==> src/rtl/bcd_updown_counter_7seg_pkg.sv <==
// Purpose: shared constants and helpers for the BCD up/down counter with
//          7-segment decode.
// Contents: digit / segment widths, segment patterns {a,b,c,d,e,f,g}
//           (a is the MSB), and bcd_to_seg() decoder.
package bcd7seg_pkg;

    localparam int DIG_W = 4;
    localparam int SEG_W = 7;

    localparam logic [SEG_W-1:0] SEG_0     = 7'b1111110;
    localparam logic [SEG_W-1:0] SEG_1     = 7'b0110000;
    localparam logic [SEG_W-1:0] SEG_2     = 7'b1101101;
    localparam logic [SEG_W-1:0] SEG_3     = 7'b1111001;
    localparam logic [SEG_W-1:0] SEG_4     = 7'b0110011;
    localparam logic [SEG_W-1:0] SEG_5     = 7'b1011011;
    localparam logic [SEG_W-1:0] SEG_6     = 7'b1011111;
    localparam logic [SEG_W-1:0] SEG_7     = 7'b1110000;
    localparam logic [SEG_W-1:0] SEG_8     = 7'b1111111;
    localparam logic [SEG_W-1:0] SEG_9     = 7'b1111011;
    localparam logic [SEG_W-1:0] SEG_BLANK = 7'b0000000;
    localparam logic [SEG_W-1:0] SEG_E     = 7'b1001111;

    function automatic logic [SEG_W-1:0] bcd_to_seg(input logic [DIG_W-1:0] d);
        logic [SEG_W-1:0] s;
        case (d)
            4'd0:    s = SEG_0;
            4'd1:    s = SEG_1;
            4'd2:    s = SEG_2;
            4'd3:    s = SEG_3;
            4'd4:    s = SEG_4;
            4'd5:    s = SEG_5;
            4'd6:    s = SEG_6;
            4'd7:    s = SEG_7;
            4'd8:    s = SEG_8;
            4'd9:    s = SEG_9;
            default: s = SEG_E;
        endcase
        return s;
    endfunction

endpackage

==> src/rtl/bcd_updown_counter_7seg_if.sv <==
// Purpose: control/status bundle of the BCD up/down counter.
// Signals: clr, load, load_val, en, up (controls, driven by master);
//          bcd, seg, wrap, sat, load_err (status, driven by slave/counter).
interface bcd_updown_counter_7seg_if #(
    parameter int NDIG = 3
);
    logic              clr;
    logic              load;
    logic [4*NDIG-1:0] load_val;
    logic              en;
    logic              up;
    logic [4*NDIG-1:0] bcd;
    logic [7*NDIG-1:0] seg;
    logic              wrap;
    logic              sat;
    logic              load_err;

    modport master (
        output clr, load, load_val, en, up,
        input  bcd, seg, wrap, sat, load_err
    );

    modport slave (
        input  clr, load, load_val, en, up,
        output bcd, seg, wrap, sat, load_err
    );
endinterface

==> src/rtl/bcd_updown_counter_7seg_digit.sv <==
// Purpose: one decade register of the BCD counter.
// Ports: clk, rstn (async active-low), clr, load, ld_val (out-of-range loads
//        become 0), step (advance this cycle), up (direction);
//        q (digit), at_max (q==9), at_min (q==0).
module bcd_digit
    import bcd7seg_pkg::*;
(
    input  logic             clk,
    input  logic             rstn,
    input  logic             clr,
    input  logic             load,
    input  logic [DIG_W-1:0] ld_val,
    input  logic             step,
    input  logic             up,
    output logic [DIG_W-1:0] q,
    output logic             at_max,
    output logic             at_min
);
    logic [DIG_W-1:0] q_d;
    logic [DIG_W-1:0] q_q;

    assign at_max = (q_q == 4'd9);
    assign at_min = (q_q == 4'd0);
    assign q      = q_q;

    always_comb begin
        q_d = q_q;
        if (clr) begin
            q_d = '0;
        end else if (load) begin
            q_d = (ld_val > 4'd9) ? 4'd0 : ld_val;
        end else if (step) begin
            if (up) begin
                q_d = at_max ? 4'd0 : q_q + 4'd1;
            end else begin
                q_d = at_min ? 4'd9 : q_q - 4'd1;
            end
        end
    end

    always_ff @(posedge clk or negedge rstn) begin
        if (!rstn) begin
            q_q <= '0;
        end else begin
            q_q <= q_d;
        end
    end
endmodule

==> src/rtl/bcd_updown_counter_7seg.sv <==
// Purpose: NDIG-digit BCD up/down counter with per-digit 7-segment outputs.
// Ports: clk, rstn (async active-low), bus (slave side of the counter
//        interface: clr > load > en controls in, bcd/seg/wrap/sat/load_err out).
// Parameters: NDIG digits, SATURATE (hold at limits), BLANK_LZ (blank leading
//             zeros), SEG_ACT_LOW (invert segments).
module bcd_updown_counter_7seg
    import bcd7seg_pkg::*;
#(
    parameter int NDIG        = 3,
    parameter int SATURATE    = 0,
    parameter int BLANK_LZ    = 0,
    parameter int SEG_ACT_LOW = 0
) (
    input  logic                            clk,
    input  logic                            rstn,
    bcd_updown_counter_7seg_if.slave        bus
);
    logic [NDIG-1:0]  at_max;
    logic [NDIG-1:0]  at_min;
    logic [NDIG-1:0]  step;
    logic [DIG_W-1:0] q [NDIG];

    logic all_max, all_min, count_act, at_limit, blocked, step_en;
    logic wrap_d, wrap_q, sat_d, sat_q, load_err_d, load_err_q;
    logic bad_digit;

    for (genvar g = 0; g < NDIG; g++) begin : g_digit
        bcd_digit u_digit (
            .clk    (clk),
            .rstn   (rstn),
            .clr    (bus.clr),
            .load   (bus.load),
            .ld_val (bus.load_val[DIG_W*g +: DIG_W]),
            .step   (step[g]),
            .up     (bus.up),
            .q      (q[g]),
            .at_max (at_max[g]),
            .at_min (at_min[g])
        );
        assign bus.bcd[DIG_W*g +: DIG_W] = q[g];
    end

    assign all_max   = &at_max;
    assign all_min   = &at_min;
    assign count_act = bus.en & ~bus.clr & ~bus.load;
    assign at_limit  = bus.up ? all_max : all_min;
    assign blocked   = count_act & at_limit & (SATURATE != 0);
    assign step_en   = count_act & ~blocked;

    // Ripple-free step: every digit sees the whole lower carry/borrow chain
    // in the same cycle, so all decades advance together.
    always_comb begin
        logic chain_max;
        logic chain_min;
        step      = '0;
        chain_max = 1'b1;
        chain_min = 1'b1;
        for (int i = 0; i < NDIG; i++) begin
            step[i]   = step_en & (bus.up ? chain_max : chain_min);
            chain_max = chain_max & at_max[i];
            chain_min = chain_min & at_min[i];
        end
    end

    always_comb begin
        bad_digit = 1'b0;
        for (int i = 0; i < NDIG; i++) begin
            if (bus.load_val[DIG_W*i +: DIG_W] > 4'd9) begin
                bad_digit = 1'b1;
            end
        end
        load_err_d = ~bus.clr & bus.load & bad_digit;
        wrap_d     = count_act & at_limit & (SATURATE == 0);
        sat_d      = blocked;
    end

    always_ff @(posedge clk or negedge rstn) begin
        if (!rstn) begin
            wrap_q     <= 1'b0;
            sat_q      <= 1'b0;
            load_err_q <= 1'b0;
        end else begin
            wrap_q     <= wrap_d;
            sat_q      <= sat_d;
            load_err_q <= load_err_d;
        end
    end

    assign bus.wrap     = wrap_q;
    assign bus.sat      = sat_q;
    assign bus.load_err = load_err_q;

    // Leading-zero detect runs from the most significant digit downward;
    // digit 0 is always shown.
    always_comb begin
        logic             hi_zero;
        logic [SEG_W-1:0] raw;
        bus.seg = '0;
        hi_zero = 1'b1;
        raw     = '0;
        for (int i = NDIG - 1; i >= 0; i--) begin
            hi_zero = hi_zero & at_min[i];
            raw     = (BLANK_LZ != 0 && i > 0 && hi_zero) ? SEG_BLANK : bcd_to_seg(q[i]);
            bus.seg[SEG_W*i +: SEG_W] = (SEG_ACT_LOW != 0) ? ~raw : raw;
        end
    end
endmodule

==> src/flat_wrapper.sv <==
// flat-port wrapper written by rule: the top's interface ports become plain ports
module bcd_updown_counter_7seg_flat import bcd7seg_pkg::*;
#(
    parameter int NDIG        = 3,
    parameter int SATURATE    = 0,
    parameter int BLANK_LZ    = 0,
    parameter int SEG_ACT_LOW = 0
)
  (clk, rstn, bus_clr, bus_load, bus_load_val, bus_en, bus_up, bus_bcd, bus_seg, bus_wrap, bus_sat, bus_load_err);
  bcd_updown_counter_7seg_if #(.NDIG(NDIG)) bus_i ();
  input  logic clk;
  input  logic rstn;
  input wire logic [$bits(bus_i.clr)-1:0] bus_clr;
  input wire logic [$bits(bus_i.load)-1:0] bus_load;
  input wire logic [$bits(bus_i.load_val)-1:0] bus_load_val;
  input wire logic [$bits(bus_i.en)-1:0] bus_en;
  input wire logic [$bits(bus_i.up)-1:0] bus_up;
  output wire logic [$bits(bus_i.bcd)-1:0] bus_bcd;
  output wire logic [$bits(bus_i.seg)-1:0] bus_seg;
  output wire logic [$bits(bus_i.wrap)-1:0] bus_wrap;
  output wire logic [$bits(bus_i.sat)-1:0] bus_sat;
  output wire logic [$bits(bus_i.load_err)-1:0] bus_load_err;
  assign bus_i.clr = bus_clr;
  assign bus_i.load = bus_load;
  assign bus_i.load_val = bus_load_val;
  assign bus_i.en = bus_en;
  assign bus_i.up = bus_up;
  assign bus_bcd = bus_i.bcd;
  assign bus_seg = bus_i.seg;
  assign bus_wrap = bus_i.wrap;
  assign bus_sat = bus_i.sat;
  assign bus_load_err = bus_i.load_err;
  bcd_updown_counter_7seg #(.NDIG(NDIG), .SATURATE(SATURATE), .BLANK_LZ(BLANK_LZ), .SEG_ACT_LOW(SEG_ACT_LOW)) u_core (.clk(clk), .rstn(rstn), .bus(bus_i));
endmodule
==> config.mk <==
export PLATFORM = sky130hd
export DESIGN_NAME = bcd_updown_counter_7seg_flat
export DESIGN_NICKNAME = d
export VERILOG_FILES = /design/src/rtl/bcd_updown_counter_7seg_pkg.sv /design/src/rtl/bcd_updown_counter_7seg_if.sv /design/src/rtl/bcd_updown_counter_7seg_digit.sv /design/src/rtl/bcd_updown_counter_7seg.sv /design/src/flat_wrapper.sv
export SDC_FILE = /design/constraint.sdc
export NUM_CORES = 1
export LEC_CHECK = 0
export BUFFER_PORTS_ARGS = -buffer_cell sky130_fd_sc_hd__buf_4
export CAP_MARGIN = 20
export CORE_MARGIN = 4
export CORE_UTILIZATION = 45
export CTS_CLUSTER_SIZE = 14
export DETAILED_ROUTE_END_ITERATION = 7
export PLACE_DENSITY_LB_ADDON = 0.1
export SYNTH_ARGS = -nofsm -noshare
export SYNTH_HDL_FRONTEND = slang
export SYNTH_HIERARCHICAL = 1
export SYNTH_SLANG_ARGS = --single-unit
==> constraint.sdc <==
create_clock -name clk -period 2.3 [get_ports clk]
set_clock_uncertainty 0.15 [all_clocks]
set_input_delay 0.23 -clock clk [delete_from_list [all_inputs] [get_ports clk]]
set_output_delay 0.23 -clock clk [all_outputs]
set_load 0.005 [all_outputs]
Yosys cells after proc, flatten, opt, wreduce, memory -nomap -nowiden. Memory sizes are Yosys's and may differ from the RTL's. Index checks and enable logic that the tools add are counted.

Bits in registers: 14. Bits in read-only memories: 336. Input bits: 18. Output and inout bits: 36. Logic and storage cells: 66. Memories kept: 3.

Memory list: (name not given) (depth 16, bits a word 7, read ports 1, clocked after Yosys merged registers in 0, write ports 0, RTL line bcd_updown_counter_7seg_pkg.sv:25) `case (d)`; (name not given) (depth 16, bits a word 7, read ports 1, clocked after Yosys merged registers in 0, write ports 0, RTL line bcd_updown_counter_7seg_pkg.sv:25); (name not given) (depth 16, bits a word 7, read ports 1, clocked after Yosys merged registers in 0, write ports 0, RTL line bcd_updown_counter_7seg_pkg.sv:25).

Add/sub/neg operators: 6. $lt $le $gt $ge: 3. Equality and inequality tests: 3. Mux-type cells: 27. Bitwise logic cells: 11. Reduce and logical (&&, ||, !) cells: 8.

Operator list (number): $mux 4 (21); $add 4x1->4 const B (3); $eq 4x4->1 const B (3); $gt 4x4->1 const B (3); $logic_not 4->1 (3); $sub 4x1->4 const B (3); $and 1x1->1 (9); $reduce_bool 3->1 (3); $mux 1 (6); $reduce_and 3->1 (2); $not 1->1 (2).

Depth between registers and ports, before layout.
Depth in word-level cells: 7. Depth in mapped cells: 10. Gate-level depth less buffers: 8.

Hierarchy. The synthesis kept the hierarchy.

By module, submodules not included: bcd_digit (times used 3, cells each 49, area each 401.6 µm², sequential area each 100.1 µm²); bcd_updown_counter_7seg (times used 1, cells each 97, area each 744.5 µm², sequential area each 50.0 µm²).

Least setup slack after synthesis. No wires, ideal clock.

Path type: reg-to-reg. From: register u_core.g_digit[0].u_digit.q_q[2]. To: register u_core.g_digit[2].u_digit.q_q[3]. Setup time: 133 ps. Data arrival time: 2041 ps. Required time: 2017 ps. Setup slack: -24 ps. Cell stages (with the launch flop): 10. Path buffers: 2. Period minus slack after synthesis: 2324 ps. Path through: dfrtp_1 clkbuf_1 nor4_1 nand3b_1 a21oi_1 clkbuf_1 nor2_1 a311oi_1 o2111a_1 a2111oi_2.

Longest elaborated chain between the ends: 5. Elaborated cells on any way between the ends: 7. Classes of those cells: eq/ne (1); mux (1); bitwise (3); reduce/logical (2).

RTL lines: start: declaration (RTL line bcd_updown_counter_7seg_digit.sv:20) `logic [DIG_W-1:0] q_q;`; start signal: assignment (RTL line bcd_updown_counter_7seg_digit.sv:45) `q_q <= q_d;`; $logic_not 4->1 (RTL line bcd_updown_counter_7seg_digit.sv:23) `assign at_min = (q_q == 4'd0);`; net u_core.at_min[0] (RTL line bcd_updown_counter_7seg.sv:19) `logic [NDIG-1:0] at_min;`; $and 1x1->1 (RTL line bcd_updown_counter_7seg.sv:61) `chain_min = chain_min & at_min[i];`; $mux 1 (RTL line bcd_updown_counter_7seg.sv:59) `step[i] = step_en & (bus.up ? chain_max : chain_min);`; $and 1x1->1 (RTL line bcd_updown_counter_7seg.sv:59); net u_core.step[2] (RTL line bcd_updown_counter_7seg.sv:20) `logic [NDIG-1:0] step;`; $reduce_bool 3->1 (no line); end signal: assignment (RTL line bcd_updown_counter_7seg_digit.sv:45); end: declaration (RTL line bcd_updown_counter_7seg_digit.sv:20).

The timed path passes the listed nets, and every way through them passes these cells. A chain may end at the register's enable or synchronous reset.

Final worst setup path.
From: register u_core.g_digit[1].u_digit.q_q[0]. To: output bus_seg[10].

Longest elaborated chain between the ends: 1.

RTL lines: start: declaration (RTL line bcd_updown_counter_7seg_digit.sv:20); start signal: assignment (RTL line bcd_updown_counter_7seg_digit.sv:45); $mem_v2 16x7; end: declaration (RTL line flat_wrapper.sv:19) `output wire logic [$bits(bus_i.seg)-1:0] bus_seg;`.

Every way passes these cells.

==> impl_metrics.tcl <==
set metrics [dict create \
    outcome "complete, no violations" \
    fin_nets 333 \
    setup_viol 0 \
    yosysSeqAreaShare_pct 18.0 \
    whs_ns 0.0637 \
    clk_pin_slew_ns 0.06 \
    postSynthCellCount 244 \
    place_hpwl_um 3340 \
    h-tree-depth 1 \
    num_rows 23 \
    synth_fp_nets 280 \
    antennaDiodeCount 0 \
    antenna_found_initial 0 \
    criticalPathCategory "reg -> out" \
    clock_sinks 14 \
    comb_power_share_pct 41.0 \
    swShare_pct 32.9 \
    synthArstFlopShare_pct 100 \
    seqPwrFrac_pct 31.4 \
    place_congestion 0.756 \
    power.density_nw_per_um2 362 \
    clock_latency_ns 0.26 \
    slew_headroom_pct 61.3 \
    ys_seq_elements 14 \
    layout_common_cells "68 x buf_4, 24 x nor2_1, 19 x o21ai_0" \
    die-area_um2 5450 \
    intPower_w 0.000596 \
    synth_edf_count 0 \
    post_drt_wl_per_cell_um 13.4 \
    hold_depth 3 \
    ys_warn_count 6 \
    maxSlewViolCount 0 \
    reg2reg_from "u_core/g_digit[0].u_digit/q[2]$_DFFE_PN0P_" \
    areaGrowthSynthToFinish_pct 25.9 \
    via_per_inst 5.46 \
    cts_tree "yes" \
    start_util_pct 47.7 \
    drc 0 \
    synth.distinct_cells 42 \
    numCtsBuffers 3 \
    totalWireLength_um 4650 \
    core-area_um2 4090 \
    clockBufferDepth 2 \
    finalSetupTns_ns 0 \
    worst_ep_required_time_ns 1.92 \
    drive_gt1_share_pct 29.1 \
    final_common_cell "buf_4" \
    syn_avg_cell_area_um2 7.99 \
    tightest_slew_ns 0.580 \
    reg2reg_to "u_core/g_digit[2].u_digit/q[3]$_DFFE_PN0P_" \
    r2r_slack_ns 0.30 \
    fmax_ghz 0.477 \
    grt_max_degree 32 \
    die_h_um 73.8 \
    fin_crit_sh_pct 91.2 \
    p_switching_w 0.000292 \
    grt_overflow_total 0 \
    hold_end "u_core/g_digit[2].u_digit/q[0]$_DFFE_PN0P_" \
    grt.total_usage_pct 17.7 \
    crit_path_end_kind "output port" \
    cts_resized 0 \
    hold_violations 0 \
    r2r_cells 7 \
    fillCellCount 401 \
    clkPwrFrac_pct 27.6 \
    dr.pass1.iters 4 \
    grt_pass1_vias 1604 \
    grt_pass1_wl_um 7860 \
    ir_drop_mv 0.275 \
    critPathMaxFanout 14 \
    die_x_um 73.8 \
    drv_cap 0 \
    netlist_area_um2 1950 \
    leakagePower_nw 1.08 \
    hold_buffers 1 \
    io_buffers 52 \
    ios 54 \
    hp-class "in -> reg" \
    postCtsSetupBuffers 0 \
    final_antenna_net_count 0 \
    min_from "bus_load_val[8]" \
    min_period_ns 2.10 \
    rsz0062_at_grt "no" \
    worst_setup_path_start_kind "flop" \
    ys.flop_type "dfrtp_1" \
    vias 1890 \
    drtIter0Drc 129 \
    cp.arrival_ns 1.72 \
    root_buffer "clkbuf_8" \
]
worst max path at each step:
| stage | start | endpoint | slack (ns) | depth (start not counted) |
|---|---|---|---|---|
| 3_3_place_gp | u_core/g_digit[0].u_digit/q[2]$_DFFE_PN0P_ | u_core/g_digit[2].u_digit/q[3]$_DFFE_PN0P_ | 0.33 | 7 |
| 5_1_grt | u_core/g_digit[0].u_digit/q[1]$_DFFE_PN0P_ | u_core/g_digit[2].u_digit/q[3]$_DFFE_PN0P_ | 0.07 | 7 |
| 2_1_floorplan | u_core/g_digit[0].u_digit/q[2]$_DFFE_PN0P_ | u_core/g_digit[2].u_digit/q[3]$_DFFE_PN0P_ | 0.04 | 9 |
| 3_5_place_dp | u_core/g_digit[0].u_digit/q[2]$_DFFE_PN0P_ | u_core/g_digit[2].u_digit/q[3]$_DFFE_PN0P_ | 0.31 | 7 |
| 6_report | u_core/g_digit[1].u_digit/q[0]$_DFFE_PN0P_ | bus_seg[10] | 0.20 | 6 |
| 4_1_cts | u_core/g_digit[1].u_digit/q[0]$_DFFE_PN0P_ | bus_seg[10] | 0.19 | 6 |
Yosys cell counts, types with 2 or more instances:
cell,count,area (um^2)
a2111oi_2,3,45.0
a21o_1,9,67.6
nand3b_1,11,82.6
a2bb2oi_1,2,17.5
o21ai_0,19,95.1
a221oi_1,3,26.3
buf_6,4,45.0
nor4_1,3,18.8
nor4_4,3,63.8
a21oi_1,7,35.0
ha_1,18,225
mux2i_1,2,20.0
nor2b_1,4,25.0
o31a_1,2,17.5
dfrtp_1,14,350
o2111a_1,3,33.8
o2111ai_1,3,26.3
nor3b_1,3,22.5
buf_4,4,30.0
buf_2,7,35.0
nand2_1,12,45.0
and3_2,3,22.5
nor3_1,9,45.0
a311oi_1,4,35.0
inv_1,16,60.1
o211ai_1,4,30.0
xnor2_1,6,52.6
nor2_1,24,90.1
clkbuf_1,6,22.5
and4b_2,3,33.8
or3b_1,2,17.5
o21a_1,2,15.0
xor2_1,3,26.3
nand3_1,2,10.0
nand2b_1,12,75.1
a31oi_1,6,37.5
critical path, stage by stage, from the launching register on:
cell and delay, ns:
dfrtp_1 0.36, buf_4 0.22, inv_1 0.12, ha_1 0.33, nand2b_1 0.15, a21o_1 0.17
buf_4 0.13
cell families after synthesis:
family / synth area share (%)
fa+ha+maj: 11.6
flops: 18.0
other cells: 0.192
simple gates: 29.5
xor+xnor: 4.04
mux: 1.03
compound gates: 25.8
buf+inv: 9.88
sequential cells by signal, summed over array words and instances (netlist names):
| name | count |
|---|---|
| u_core/bus.wrap | 1 |
| u_core/g_digit.u_digit/q | 12 |
| u_core/bus.load_err | 1 |
cell type report:
class | count | area (um^2) | area share, %
multi-input cells | 193 | 1410 | 57.3
repair buffers | 69 | 520 | 21.2
flip-flops and latches | 14 | 350 | 14.3
well taps | 50 | 62.6 | 2.55
inverters | 16 | 60.1 | 2.45
clock buffers | 4 | 55.1 | 2.24
power groups by stage:
stage / combinational (W) / sequential (W) / clock [W]
after global placement: 0.000363 / 0.000283 / 0
after global routing: 0.000410 / 0.000282 / 0.000262
after CTS: 0.000369 / 0.000279 / 0.000250
after floorplan: 0.000210 / 0.000285 / 0
after detailed placement: 0.000366 / 0.000283 / 0
final: 0.000364 / 0.000279 / 0.000245
per-stage QoR:
| stage | std cells | total power, W | instance area (um^2) | setup slack, ns | utilization, % |
|---|---|---|---|---|---|
| final | 346 | 0.000888 | 2450 | 0.202 | 60.1 |
| after floorplan | 244 | 0.000495 | 1950 | 0.0437 | - |
| after global placement | 341 | 0.000646 | 2390 | 0.325 | 58.5 |
| after global routing | 346 | 0.000955 | 2450 | 0.0661 | 60.1 |
| after detailed placement | 341 | 0.000650 | 2390 | 0.315 | 58.5 |
| after CTS | 346 | 0.000898 | 2450 | 0.194 | 60.1 |
per-layer routing:
metal | track usage [%] | part of all wire [%]
met5 | 0 | 0
met4 | 1.21 | 0.15
met3 | 3.69 | 5.4
met2 | 26.9 | 46
met1 | 26.7 | 48
No activity file was read; power rests on OpenSTA's default activity.
